## src/rtl/rv_axi4_lite_req_arbiter_pkg.sv

```systemverilog
// Shared AXI4-lite types and arbiter FSM states for rv_axi4_lite_req_arbiter.
package rv_axi4_lite_req_arbiter_pkg;

   typedef logic [1:0] resp_t;
   typedef logic [2:0] prot_t;

   localparam resp_t RESP_OKAY    = 2'b00;
   localparam resp_t RESP_SLVERR  = 2'b10;
   localparam resp_t RESP_DECERR  = 2'b11;
   localparam prot_t PROT_DEFAULT = 3'b000;

   typedef enum logic [1:0] {
      ST_IDLE   = 2'd0,
      ST_ADDR   = 2'd1,
      ST_RESP   = 2'd2,
      ST_RETURN = 2'd3
   } arb_state_t;

   function automatic logic resp_is_err(input resp_t resp);
      return (resp != RESP_OKAY);
   endfunction

endpackage

```

## src/rtl/rv_axi4_lite_req_arbiter_if.sv

```systemverilog
// AXI4-lite manager/subordinate bundle used by rv_axi4_lite_req_arbiter.
interface rv_axi4_lite_req_arbiter_if #(
   parameter int ADDR_WIDTH = 32,
   parameter int DATA_WIDTH = 32
) ();
   import rv_axi4_lite_req_arbiter_pkg::*;

   logic                    awvalid;
   logic                    awready;
   logic [ADDR_WIDTH-1:0]   awaddr;
   prot_t                   awprot;
   logic                    wvalid;
   logic                    wready;
   logic [DATA_WIDTH-1:0]   wdata;
   logic [DATA_WIDTH/8-1:0] wstrb;
   logic                    bvalid;
   logic                    bready;
   resp_t                   bresp;
   logic                    arvalid;
   logic                    arready;
   logic [ADDR_WIDTH-1:0]   araddr;
   prot_t                   arprot;
   logic                    rvalid;
   logic                    rready;
   logic [DATA_WIDTH-1:0]   rdata;
   resp_t                   rresp;

   modport master (
      output awvalid, awaddr, awprot, wvalid, wdata, wstrb, bready,
             arvalid, araddr, arprot, rready,
      input  awready, wready, bvalid, bresp, arready, rvalid, rdata, rresp
   );

   modport slave (
      input  awvalid, awaddr, awprot, wvalid, wdata, wstrb, bready,
             arvalid, araddr, arprot, rready,
      output awready, wready, bvalid, bresp, arready, rvalid, rdata, rresp
   );

endinterface

```

## src/rtl/rv_axi4_lite_req_arbiter_rr.sv

```systemverilog
// Combinational round-robin picker: first request after ptr, with wrap-around.
module rv_rr_arbiter #(
   parameter int NUM_REQ = 2,
   parameter int IDX_W   = $clog2(NUM_REQ)
) (
   input  logic [NUM_REQ-1:0] req,
   input  logic [IDX_W-1:0]   ptr,
   output logic [NUM_REQ-1:0] grant,
   output logic [IDX_W-1:0]   grant_idx,
   output logic               found
);

   logic [IDX_W-1:0] cand_s;

   // Scan ptr+1 .. ptr+NUM_REQ and keep the first hit
   always_comb begin
      grant     = {NUM_REQ{1'b0}};
      grant_idx = {IDX_W{1'b0}};
      found     = 1'b0;
      cand_s    = {IDX_W{1'b0}};
      for (int k = 1; k <= NUM_REQ; k++) begin
         cand_s = IDX_W'((int'(ptr) + k) % NUM_REQ);
         if (!found && req[cand_s]) begin
            grant[cand_s] = 1'b1;
            grant_idx     = cand_s;
            found         = 1'b1;
         end else begin
            grant_idx = grant_idx;
         end
      end
   end

endmodule

```

## src/rtl/rv_axi4_lite_req_arbiter.sv

```systemverilog
// Round-robin sharing of one AXI4-lite manager port between NUM_REQ requesters.
// Define RV_AXI_ARB_LOCK_EN to let a requester keep the grant across commands via req_lock.
module rv_axi4_lite_req_arbiter
   import rv_axi4_lite_req_arbiter_pkg::*;
#(
   parameter int NUM_REQ    = 2,
   parameter int ADDR_WIDTH = 32,
   parameter int DATA_WIDTH = 32
) (
   input  logic                          clk,
   input  logic                          rst,
   input  logic [NUM_REQ-1:0]            req_valid,
   output logic [NUM_REQ-1:0]            req_ready,
   input  logic [NUM_REQ-1:0]            req_write,
   input  logic [NUM_REQ*ADDR_WIDTH-1:0] req_addr,
   input  logic [NUM_REQ*DATA_WIDTH-1:0] req_data,
   input  logic [NUM_REQ-1:0]            req_lock,
   output logic [NUM_REQ-1:0]            rsp_valid,
   input  logic [NUM_REQ-1:0]            rsp_ready,
   output logic [DATA_WIDTH-1:0]         rsp_data,
   output logic                          rsp_err,
   rv_axi4_lite_req_arbiter_if.master    m
);
   localparam int IDX_W = $clog2(NUM_REQ);

   arb_state_t            state_r, state_nxt_s;
   logic [IDX_W-1:0]      ptr_r, gnt_idx_r, grant_idx_s;
   logic [NUM_REQ-1:0]    grant_s, req_mask_s, gnt_onehot_s, rsp_valid_r;
   logic                  found_s, capture_s, addr_done_s, resp_fire_s, ret_fire_s;
   logic                  write_r, awvalid_r, wvalid_r, arvalid_r, bready_r, rready_r, rsp_err_r;
   logic [ADDR_WIDTH-1:0] addr_r, sel_addr_s;
   logic [DATA_WIDTH-1:0] data_r, sel_data_s, rsp_data_r;

   assign gnt_onehot_s = {{(NUM_REQ-1){1'b0}}, 1'b1} << gnt_idx_r;

`ifdef RV_AXI_ARB_LOCK_EN
   logic lock_r, lock_cmd_r;
   assign req_mask_s = lock_r ? (req_valid & gnt_onehot_s) : req_valid;

   // Lock state takes effect once the command carrying it has been returned
   always_ff @(posedge clk or negedge rst) begin
      if (!rst) begin
         lock_r     <= 1'b0;
         lock_cmd_r <= 1'b0;
      end else begin
         if (capture_s) lock_cmd_r <= |(req_lock & grant_s);
         if ((state_r == ST_RETURN) && ret_fire_s) lock_r <= lock_cmd_r;
      end
   end
`else
   logic unused_lock_s;
   assign unused_lock_s = ^req_lock;
   assign req_mask_s    = req_valid;
`endif

   rv_rr_arbiter #(.NUM_REQ(NUM_REQ), .IDX_W(IDX_W)) u_rr (
      .req       (req_mask_s),
      .ptr       (ptr_r),
      .grant     (grant_s),
      .grant_idx (grant_idx_s),
      .found     (found_s)
   );

   // Payload mux of the granted requester
   always_comb begin
      sel_addr_s = {ADDR_WIDTH{1'b0}};
      sel_data_s = {DATA_WIDTH{1'b0}};
      for (int i = 0; i < NUM_REQ; i++) begin
         sel_addr_s = sel_addr_s | (req_addr[i*ADDR_WIDTH +: ADDR_WIDTH] & {ADDR_WIDTH{grant_s[i]}});
         sel_data_s = sel_data_s | (req_data[i*DATA_WIDTH +: DATA_WIDTH] & {DATA_WIDTH{grant_s[i]}});
      end
   end

   assign addr_done_s = write_r ? ((!awvalid_r || m.awready) && (!wvalid_r || m.wready))
                                : (arvalid_r && m.arready);
   assign resp_fire_s = write_r ? (bready_r && m.bvalid) : (rready_r && m.rvalid);
   assign ret_fire_s  = |(rsp_valid_r & rsp_ready);

   // Next-state decode; req_ready is held low while reset is asserted
   always_comb begin
      state_nxt_s = state_r;
      req_ready   = {NUM_REQ{1'b0}};
      capture_s   = 1'b0;
      case (state_r)
         ST_IDLE: begin
            if (found_s && rst) begin
               req_ready   = grant_s;
               capture_s   = 1'b1;
               state_nxt_s = ST_ADDR;
            end else begin
               state_nxt_s = ST_IDLE;
            end
         end
         ST_ADDR: begin
            if (addr_done_s) state_nxt_s = ST_RESP;
            else             state_nxt_s = ST_ADDR;
         end
         ST_RESP: begin
            if (resp_fire_s) state_nxt_s = ST_RETURN;
            else             state_nxt_s = ST_RESP;
         end
         ST_RETURN: begin
            if (ret_fire_s) state_nxt_s = ST_IDLE;
            else            state_nxt_s = ST_RETURN;
         end
         default: state_nxt_s = ST_IDLE;
      endcase
   end

   // State register
   always_ff @(posedge clk or negedge rst) begin
      if (!rst) state_r <= ST_IDLE;
      else      state_r <= state_nxt_s;
   end

   // Command capture, AXI channel valids/readies and response registers
   always_ff @(posedge clk or negedge rst) begin
      if (!rst) begin
         ptr_r       <= IDX_W'(NUM_REQ - 1);
         gnt_idx_r   <= {IDX_W{1'b0}};
         write_r     <= 1'b0;
         addr_r      <= {ADDR_WIDTH{1'b0}};
         data_r      <= {DATA_WIDTH{1'b0}};
         awvalid_r   <= 1'b0;
         wvalid_r    <= 1'b0;
         arvalid_r   <= 1'b0;
         bready_r    <= 1'b0;
         rready_r    <= 1'b0;
         rsp_valid_r <= {NUM_REQ{1'b0}};
         rsp_data_r  <= {DATA_WIDTH{1'b0}};
         rsp_err_r   <= 1'b0;
      end else begin
         case (state_r)
            ST_IDLE: begin
               if (capture_s) begin
                  ptr_r     <= grant_idx_s;
                  gnt_idx_r <= grant_idx_s;
                  write_r   <= |(req_write & grant_s);
                  addr_r    <= sel_addr_s;
                  data_r    <= sel_data_s;
                  awvalid_r <= |(req_write & grant_s);
                  wvalid_r  <= |(req_write & grant_s);
                  arvalid_r <= ~|(req_write & grant_s);
               end
            end
            ST_ADDR: begin
               if (m.awready) awvalid_r <= 1'b0;
               if (m.wready)  wvalid_r  <= 1'b0;
               if (m.arready) arvalid_r <= 1'b0;
               if (addr_done_s) begin
                  bready_r <= write_r;
                  rready_r <= !write_r;
               end
            end
            ST_RESP: begin
               if (resp_fire_s) begin
                  bready_r    <= 1'b0;
                  rready_r    <= 1'b0;
                  rsp_data_r  <= write_r ? {DATA_WIDTH{1'b0}} : m.rdata;
                  rsp_err_r   <= resp_is_err(write_r ? m.bresp : m.rresp);
                  rsp_valid_r <= gnt_onehot_s;
               end
            end
            ST_RETURN: begin
               if (ret_fire_s) rsp_valid_r <= {NUM_REQ{1'b0}};
            end
            default: begin
               rsp_valid_r <= {NUM_REQ{1'b0}};
            end
         endcase
      end
   end

   assign rsp_valid = rsp_valid_r;
   assign rsp_data  = rsp_data_r;
   assign rsp_err   = rsp_err_r;

   assign m.awvalid = awvalid_r;
   assign m.awaddr  = addr_r;
   assign m.awprot  = PROT_DEFAULT;
   assign m.wvalid  = wvalid_r;
   assign m.wdata   = data_r;
   assign m.wstrb   = {(DATA_WIDTH/8){1'b1}};
   assign m.bready  = bready_r;
   assign m.arvalid = arvalid_r;
   assign m.araddr  = addr_r;
   assign m.arprot  = PROT_DEFAULT;
   assign m.rready  = rready_r;

endmodule

```

## src/flat_wrapper.sv

```systemverilog
// flat-port wrapper written by rule: the top's interface ports become plain ports
module rv_axi4_lite_req_arbiter_flat import rv_axi4_lite_req_arbiter_pkg::*;
#(
   parameter int NUM_REQ    = 2,
   parameter int ADDR_WIDTH = 32,
   parameter int DATA_WIDTH = 32
)
  (clk, rst, req_valid, req_ready, req_write, req_addr, req_data, req_lock, rsp_valid, rsp_ready, rsp_data, rsp_err, m_awvalid, m_awaddr, m_awprot, m_wvalid, m_wdata, m_wstrb, m_bready, m_arvalid, m_araddr, m_arprot, m_rready, m_awready, m_wready, m_bvalid, m_bresp, m_arready, m_rvalid, m_rdata, m_rresp);
  rv_axi4_lite_req_arbiter_if #(.ADDR_WIDTH(ADDR_WIDTH), .DATA_WIDTH(DATA_WIDTH)) m_i ();
  input  logic clk;
  input  logic rst;
  input  logic [NUM_REQ-1:0] req_valid;
  output logic [NUM_REQ-1:0] req_ready;
  input  logic [NUM_REQ-1:0] req_write;
  input  logic [NUM_REQ*ADDR_WIDTH-1:0] req_addr;
  input  logic [NUM_REQ*DATA_WIDTH-1:0] req_data;
  input  logic [NUM_REQ-1:0] req_lock;
  output logic [NUM_REQ-1:0] rsp_valid;
  input  logic [NUM_REQ-1:0] rsp_ready;
  output logic [DATA_WIDTH-1:0] rsp_data;
  output logic rsp_err;
  output wire logic [$bits(m_i.awvalid)-1:0] m_awvalid;
  output wire logic [$bits(m_i.awaddr)-1:0] m_awaddr;
  output wire logic [$bits(m_i.awprot)-1:0] m_awprot;
  output wire logic [$bits(m_i.wvalid)-1:0] m_wvalid;
  output wire logic [$bits(m_i.wdata)-1:0] m_wdata;
  output wire logic [$bits(m_i.wstrb)-1:0] m_wstrb;
  output wire logic [$bits(m_i.bready)-1:0] m_bready;
  output wire logic [$bits(m_i.arvalid)-1:0] m_arvalid;
  output wire logic [$bits(m_i.araddr)-1:0] m_araddr;
  output wire logic [$bits(m_i.arprot)-1:0] m_arprot;
  output wire logic [$bits(m_i.rready)-1:0] m_rready;
  input wire logic [$bits(m_i.awready)-1:0] m_awready;
  input wire logic [$bits(m_i.wready)-1:0] m_wready;
  input wire logic [$bits(m_i.bvalid)-1:0] m_bvalid;
  input wire logic [$bits(m_i.bresp)-1:0] m_bresp;
  input wire logic [$bits(m_i.arready)-1:0] m_arready;
  input wire logic [$bits(m_i.rvalid)-1:0] m_rvalid;
  input wire logic [$bits(m_i.rdata)-1:0] m_rdata;
  input wire logic [$bits(m_i.rresp)-1:0] m_rresp;
  assign m_awvalid = m_i.awvalid;
  assign m_awaddr = m_i.awaddr;
  assign m_awprot = m_i.awprot;
  assign m_wvalid = m_i.wvalid;
  assign m_wdata = m_i.wdata;
  assign m_wstrb = m_i.wstrb;
  assign m_bready = m_i.bready;
  assign m_arvalid = m_i.arvalid;
  assign m_araddr = m_i.araddr;
  assign m_arprot = m_i.arprot;
  assign m_rready = m_i.rready;
  assign m_i.awready = m_awready;
  assign m_i.wready = m_wready;
  assign m_i.bvalid = m_bvalid;
  assign m_i.bresp = m_bresp;
  assign m_i.arready = m_arready;
  assign m_i.rvalid = m_rvalid;
  assign m_i.rdata = m_rdata;
  assign m_i.rresp = m_rresp;
  rv_axi4_lite_req_arbiter #(.NUM_REQ(NUM_REQ), .ADDR_WIDTH(ADDR_WIDTH), .DATA_WIDTH(DATA_WIDTH)) u_core (.clk(clk), .rst(rst), .req_valid(req_valid), .req_ready(req_ready), .req_write(req_write), .req_addr(req_addr), .req_data(req_data), .req_lock(req_lock), .rsp_valid(rsp_valid), .rsp_ready(rsp_ready), .rsp_data(rsp_data), .rsp_err(rsp_err), .m(m_i));
endmodule
```

## config.mk

```make
export PLATFORM = sky130hd
export DESIGN_NAME = rv_axi4_lite_req_arbiter_flat
export DESIGN_NICKNAME = d
export VERILOG_FILES = /design/src/rtl/rv_axi4_lite_req_arbiter_pkg.sv /design/src/rtl/rv_axi4_lite_req_arbiter_if.sv /design/src/rtl/rv_axi4_lite_req_arbiter_rr.sv /design/src/rtl/rv_axi4_lite_req_arbiter.sv /design/src/flat_wrapper.sv
export SDC_FILE = /design/constraint.sdc
export NUM_CORES = 1
export LEC_CHECK = 0
export ABC_CLOCK_PERIOD_IN_PS = 2400
export CAP_MARGIN = 10
export CORE_AREA = 2 2 126 128
export CTS_CLUSTER_DIAMETER = 40
export DETAILED_ROUTE_END_ITERATION = 12
export DIE_AREA = 0 0 128 130
export MAX_ROUTING_LAYER = met4
export PLACE_DENSITY = 0.76
export SKIP_CTS_REPAIR_TIMING = 1
export SLEW_MARGIN = 25
export SYNTH_ARGS = -nofsm -noshare
export SYNTH_HDL_FRONTEND = slang
export SYNTH_SLANG_ARGS = --single-unit
```

## constraint.sdc

```tcl
create_clock -name clk -period 2.4 [get_ports clk]
set_input_delay 0.48 -clock clk [delete_from_list [all_inputs] [get_ports clk]]
set_output_delay 0.48 -clock clk [all_outputs]
set_load 0.02 [all_outputs]
```

==> results of run 1 <==
-- final cells by class --
class,instances,area (um^2),area share [%]
Clock buffer,9,225,2.60
Clock inverter,7,96.3,1.11
Inverter,6,22.5,0.260
Multi-Input combinational cell,368,2050,23.7
Sequential cell,109,2730,31.5
Tap cell,192,240,2.77
Timing Repair Buffer,330,3300,38.1
-- cells in the mapped netlist (3+ instances only) --
library cell    n
nand2_1       195
dfrtp_1       108
buf_4          46
o21ai_1        39
a22oi_1        34
a22oi_2        30
buf_2          10
buf_6          10
clkbuf_1        9
nor2_1          6
ha_1            5
inv_1           5
nand3_1         5
nor2b_1         5
and2_1          3
nand3b_1        3
o21ai_0         3
-- state kept, by name (all words and copies together) (netlist names), 2 cells and up --
| signal | flops |
|---|---|
| u_core.m.araddr | 32 |
| u_core.m.wdata | 32 |
| u_core.rsp_data | 32 |
| u_core.rsp_valid | 2 |
| u_core.state_r | 2 |
-- metrics by stage --
step | setup WS [ns] | TNS [ns] | total power, mW | utilization [%] | hold slack [ns]
floorplan | 0.604 | 0 | 1.92 | - | 0.184
global placement | -0.145 | -0.272 | 2.25 | 54.1 | 0.447
detailed placement | -0.166 | -1.13 | 2.25 | 54.1 | 0.456
CTS | -0.234 | -0.424 | 3.89 | 56.2 | 0.251
global route | 0.0608 | 0 | 3.99 | 56.2 | 0.283
finish | 0.171 | 0 | 3.83 | 56.2 | 0.241
-- kinds of logic after synthesis --
logic type / Yosys count / share of synthesized area (%)
adder cells (fa/ha/maj): 5 / 1.18
AND/OR/NAND/NOR: 227 / 17.3
multiplexers: 2 / 0.377
buffers and inverters: 81 / 10.6
AO/OA/AOI/OAI: 124 / 18.9
flip-flops: 109 / 51.5
other: 2 / 0.142
-- critical path, cell delays in order (launching register included) --
cell,delay (ns)
dfrtp_1,0.41
inv_1,0.12
ha_1,0.20
o211a_1,0.19
and3_2,0.22
dlymetal6s2s_1,0.26
-- worst max path at each step --
| stage | to | cells after the start |
|---|---|---|
| floorplan | req_ready[1] | 6 |
| global placement | req_ready[0] | 4 |
| detailed placement | req_ready[0] | 4 |
| CTS | req_ready[0] | 5 |
| global route | req_ready[0] | 5 |
| finish | req_ready[0] | 5 |
-- metal layers --
metal / track usage, % / vias to the layer above / share of wire (%)
li1: - / 2345 / -
met1: 24.9 / 2276 / 42
met2: 33.1 / 154 / 51
met3: 3.73 / 24 / 4.9
met4: 6.72 / 0 / 2.4
met5: - / - / 0
-- report_power, final --
| part | internal, mW | switching, mW | total (mW) |
|---|---|---|---|
| clock | 0.921 | 0.694 | 1.62 |
| sequential | 1.83 | 0 | 1.83 |
| combinational | 0.265 | 0.114 | 0.379 |
==> results.sh, run 1 <==
export IMPL_clk_pin_slew_worst_paths_ns=0.07
export IMPL_row_count=46
export IMPL_initialDrtViolationCount=218
export IMPL_die_w_um=128
export IMPL_cts_max_level=3
export IMPL_syn_area_mm2=0.00530
export IMPL_min_period_ns=2.23
export IMPL_postLayoutCellArea_mm2=0.00867
export IMPL_start_kind="register"
export IMPL_fillerInstances=1397
export IMPL_setup_viol=0
export IMPL_synthArstFlopShare_pct=100
export IMPL_vias=4799
export IMPL_worstPathMaxFanout=3
export IMPL_grt_overflow=0
export IMPL_groute_usage_overall_pct=20.0
export IMPL_cp_end_kind="output pin"
export IMPL_period_share_pct=92.9
export IMPL_synth_cell_type_count=42
export IMPL_drv_slew=0
export IMPL_status="finished clean"
export IMPL_final_common_cell="clkdlybuf4s50_1"
export IMPL_initial_core_util_pct=34.4
export IMPL_syn_inst=550
export IMPL_gp_routability_congestion=0.804
export IMPL_worst_pin_slew_ns=0.838
export IMPL_dp_hpwl_um=12600
export IMPL_ir_drop_v=0.000290
export IMPL_final_nets=1008
export IMPL_synth_largest_area_cell="dfrtp_1"
export IMPL_grt_pass1_vias=4671
export IMPL_p_leak_nw=3.99
export IMPL_cts_root_buffer="clkbuf_16"
export IMPL_routed_via_density=4.70
export IMPL_synth_edf_count=0
export IMPL_slew_limit_headroom_pct=44.1
export IMPL_critPathRequiredTime_ns=1.92
export IMPL_hold_viol_final=0
export IMPL_cp_arrival_ns=1.75
export IMPL_io_buffers=314
export IMPL_chipHeight_um=130
export IMPL_place_inst=1005
export IMPL_postSynthAreaPerCell_um2=9.64
export IMPL_ios=327
export IMPL_yosysWarnings=0
export IMPL_clock_sinks=109
export IMPL_dieArea_mm2=0.0166
export IMPL_wl_per_cell_um=16.3
export IMPL_numCtsBuffers=9
export IMPL_n_antenna_cell=0
export IMPL_synthTopCellsByArea="dfrtp_1 51%, nand2_1 14%, a22oi_2 7.1%, buf_4 6.5%, a22oi_1 4.8%"
export IMPL_drc=0
export IMPL_detail_route_first_pass_iterations=4
export IMPL_fin_skew_ns=0.00824
export IMPL_hold_path_class="in -> async"
export IMPL_cap_violations=0
export IMPL_grt_max_degree=67
export IMPL_grt_pass1_wl_um=25100
export IMPL_rsz0062_at_grt="no"
export IMPL_synth_seq_cells=109
export IMPL_layout_common_cells="311 x clkdlybuf4s50_1, 195 x nand2_1, 108 x dfrtp_1"
export IMPL_instances_no_fill=1021
export IMPL_tritoncts="yes"
export IMPL_r2r_slack_ns=0.38
export IMPL_setup_worst_path_start="u_core.state_r[0]"
export IMPL_clock_latency_ns=0.35
export IMPL_ant_nets=0
export IMPL_drive_above_1_share_pct=8.32
export IMPL_worst_r2r_cell_count=8
export IMPL_r2r_end="u_core.m.araddr[14]"
export IMPL_ys_seq_area_share_pct=51.5
export IMPL_drt_wl_total_um=16600
export IMPL_max_freq_mhz=449
export IMPL_ys_flop_type="dfrtp_1"
export IMPL_core_area_mm2=0.0154
export IMPL_placed_area_mm2=0.00834
export IMPL_syn2layout_area_growth_pct=63.4
export IMPL_cts_buffer_depth=2
export IMPL_synth_top_cell_area_share_pct=51.0
export IMPL_crit_type="reg -> out"
export IMPL_power_density_mw_per_mm2=442
export IMPL_regToRegStartpoint="u_core.state_r[0]"
export IMPL_antenna_found_initial=0
Power figures use the tool's default switching activity.
==> inputs of run 2 (changes only) <==
Settings changed: REMOVE_ABC_BUFFERS set to 1.
==> run 2 against run 1 <==
  * Combinational power barely moved
  * First-iteration DRC count is 15% higher
  * Power fell by 5.5%
  * Flip-flop and latch count is the same
  * Non-clock buffer count down 1
  * Critical path depth did not move
  * Final cell count down 0.20%
  * Sequential power hardly changed
  * Clock power fell by 14%
  * Fmax grew 0.87%
  * Largest cell class unchanged
==> results.sh, run 2 (synthesized netlist as in run 1, its figures left out) <==
export IMPL_hold_viol_final=0
export IMPL_cp_end_kind="output pin"
export IMPL_tritoncts="yes"
export IMPL_rsz0062_at_grt="no"
export IMPL_fin_skew_ns=0.0107
export IMPL_ir_drop_v=0.000299
export IMPL_clk_pin_slew_worst_paths_ns=0.08
export IMPL_cts_max_level=3
export IMPL_drive_above_1_share_pct=7.98
export IMPL_clock_latency_ns=0.35
export IMPL_final_common_cell="clkdlybuf4s50_1"
export IMPL_vias=4906
export IMPL_routed_via_density=4.81
export IMPL_ios=327
export IMPL_netSwitchingFraction_pct=22.6
export IMPL_worstPathMaxFanout=3
export IMPL_min_period_ns=2.21
export IMPL_postLayoutCellArea_mm2=0.00861
export IMPL_wl_per_cell_um=16.2
export IMPL_critPathRequiredTime_ns=1.92
export IMPL_initialDrtViolationCount=251
export IMPL_row_count=46
export IMPL_core_area_mm2=0.0154
export IMPL_dieArea_mm2=0.0166
export IMPL_internal_power_mw=2.80
export IMPL_power_density_mw_per_mm2=420
export IMPL_detail_route_first_pass_iterations=4
export IMPL_clock_sinks=109
export IMPL_grt_pass1_wl_um=25200
export IMPL_whs_ns=0.275
export IMPL_grt_max_degree=67
export IMPL_clockPowerShare_pct=38.7
export IMPL_cap_violations=0
export IMPL_syn2layout_area_growth_pct=62.3
export IMPL_hold_path_class="in -> async"
export IMPL_slew_limit_headroom_pct=45.3
export IMPL_critPathMaxStageDelay_ns=0.41
export IMPL_start_kind="register"
export IMPL_placed_area_mm2=0.00834
export IMPL_drt_wl_total_um=16500
export IMPL_p_seq_share_pct=50.7
export IMPL_final_nets=1007
export IMPL_pwr_share_comb_pct=10.5
export IMPL_p_leak_nw=3.94
export IMPL_numCtsBuffers=9
export IMPL_die_w_um=128
export IMPL_power_switching_mw=0.817
export IMPL_ant_nets=0
export IMPL_groute_usage_overall_pct=20.1
export IMPL_cp_arrival_ns=1.73
export IMPL_crit_type="reg -> out"
export IMPL_initial_core_util_pct=34.4
export IMPL_period_share_pct=92.1
export IMPL_path_cells="inv_1 > ha_1 > o211a_1 > and3_4 > dlymetal6s2s_1"
export IMPL_instances_no_fill=1019
export IMPL_cts_buffer_depth=2
export IMPL_io_buffers=314
export IMPL_status="finished clean"
export IMPL_drv_slew=0
export IMPL_grt_overflow=0
export IMPL_layout_common_cells="311 x clkdlybuf4s50_1, 195 x nand2_1, 108 x dfrtp_1"
export IMPL_grt_pass1_vias=4784
export IMPL_critPathSlowestCell="dfrtp_1"
export IMPL_dp_hpwl_um=12400
export IMPL_cts_root_buffer="clkbuf_16"
export IMPL_chipHeight_um=130
export IMPL_n_antenna_cell=0
export IMPL_max_freq_mhz=452
export IMPL_drc=0
export IMPL_antenna_found_initial=0
export IMPL_worst_pin_slew_ns=0.821
export IMPL_gp_routability_congestion=0.807
export IMPL_setup_viol=0
export IMPL_place_inst=1004
run 2: cell types whose count changed in the layout (fill, tap and decap cells not counted), moves of 2 or more:
| cell | before | now |
|---|---|---|
| clkinvlp_4 | 0 | 4 |
| clkinv_2 | 2 | 0 |
| inv_6 | 2 | 0 |
| bufinv_16 | 2 | 0 |
run 2: power groups by stage:
stage | clock [mW] | combinational [mW] | sequential, mW
final | 1.40 | 0.382 | 1.84
after floorplan | 0 | 0.0326 | 1.87
after detailed placement | 0 | 0.386 | 1.87
after CTS | 1.44 | 0.387 | 1.83
after global routing | 1.52 | 0.409 | 1.83
after global placement | 0 | 0.380 | 1.87
run 2: worst paths after layout:
check	start	end	slack, ns	cells after the start
min	rst	u_core.m.araddr[31]	0.28	2
min in group clk	rst	u_core.state_r[0]	0.43	3
min reg2reg	u_core.m.wdata[29]	u_core.m.wdata[29]	0.47	2
max	u_core.state_r[0]	req_ready[0]	0.19	5
max reg2reg	u_core.state_r[0]	u_core.m.wdata[7]	0.42	8
max in group asynchronous	rst	u_core.m.wdata[20]	1.49	2
run 2: area by class of cell:
| class | count | area (um^2) |
|---|---|---|
| Clock buffer | 10 | 229 |
| Fill cell | 1389 | 6810 |
| Tap cell | 192 | 240 |
| Clock inverter | 5 | 38.8 |
| Timing Repair Buffer | 329 | 3300 |
| Sequential cell | 109 | 2730 |
| Multi-Input combinational cell | 368 | 2060 |
| Inverter | 6 | 22.5 |
run 2: worst max-delay path: cells and delay by family, from the launching register on:
| family | cells | cell delay, ns |
|---|---|---|
| DFF | 1 | 0.41 |
| buffers and inverters | 2 | 0.35 |
| adders and majority gates | 1 | 0.21 |
| AOI/OAI and AO/OA | 1 | 0.21 |
| and+or+nand+nor | 1 | 0.21 |
run 2: per-stage QoR:
stage | power [mW] | util (%) | worst slack (ns) | TNS [ns]
3_3_place_gp | 2.25 | 54.1 | -0.108 | -0.193
3_5_place_dp | 2.26 | 54.1 | -0.127 | -0.235
2_1_floorplan | 1.90 | - | -1.10 | -57.13
4_1_cts | 3.66 | 55.8 | -0.206 | -0.360
5_1_grt | 3.77 | 55.8 | 0.0919 | 0
6_report | 3.62 | 55.8 | 0.190 | 0
run 2: metal layers:
| metal | GRT usage (%) | wire length [um] | vias to the layer above |
|---|---|---|---|
| li1 | - | - | 2344 |
| met4 | 6.14 | 310 | 0 |
| met3 | 5.25 | 1330 | 23 |
| met2 | 33.3 | 8110 | 203 |
| met5 | - | 0 | - |
| met1 | 24.2 | 6770 | 2336 |
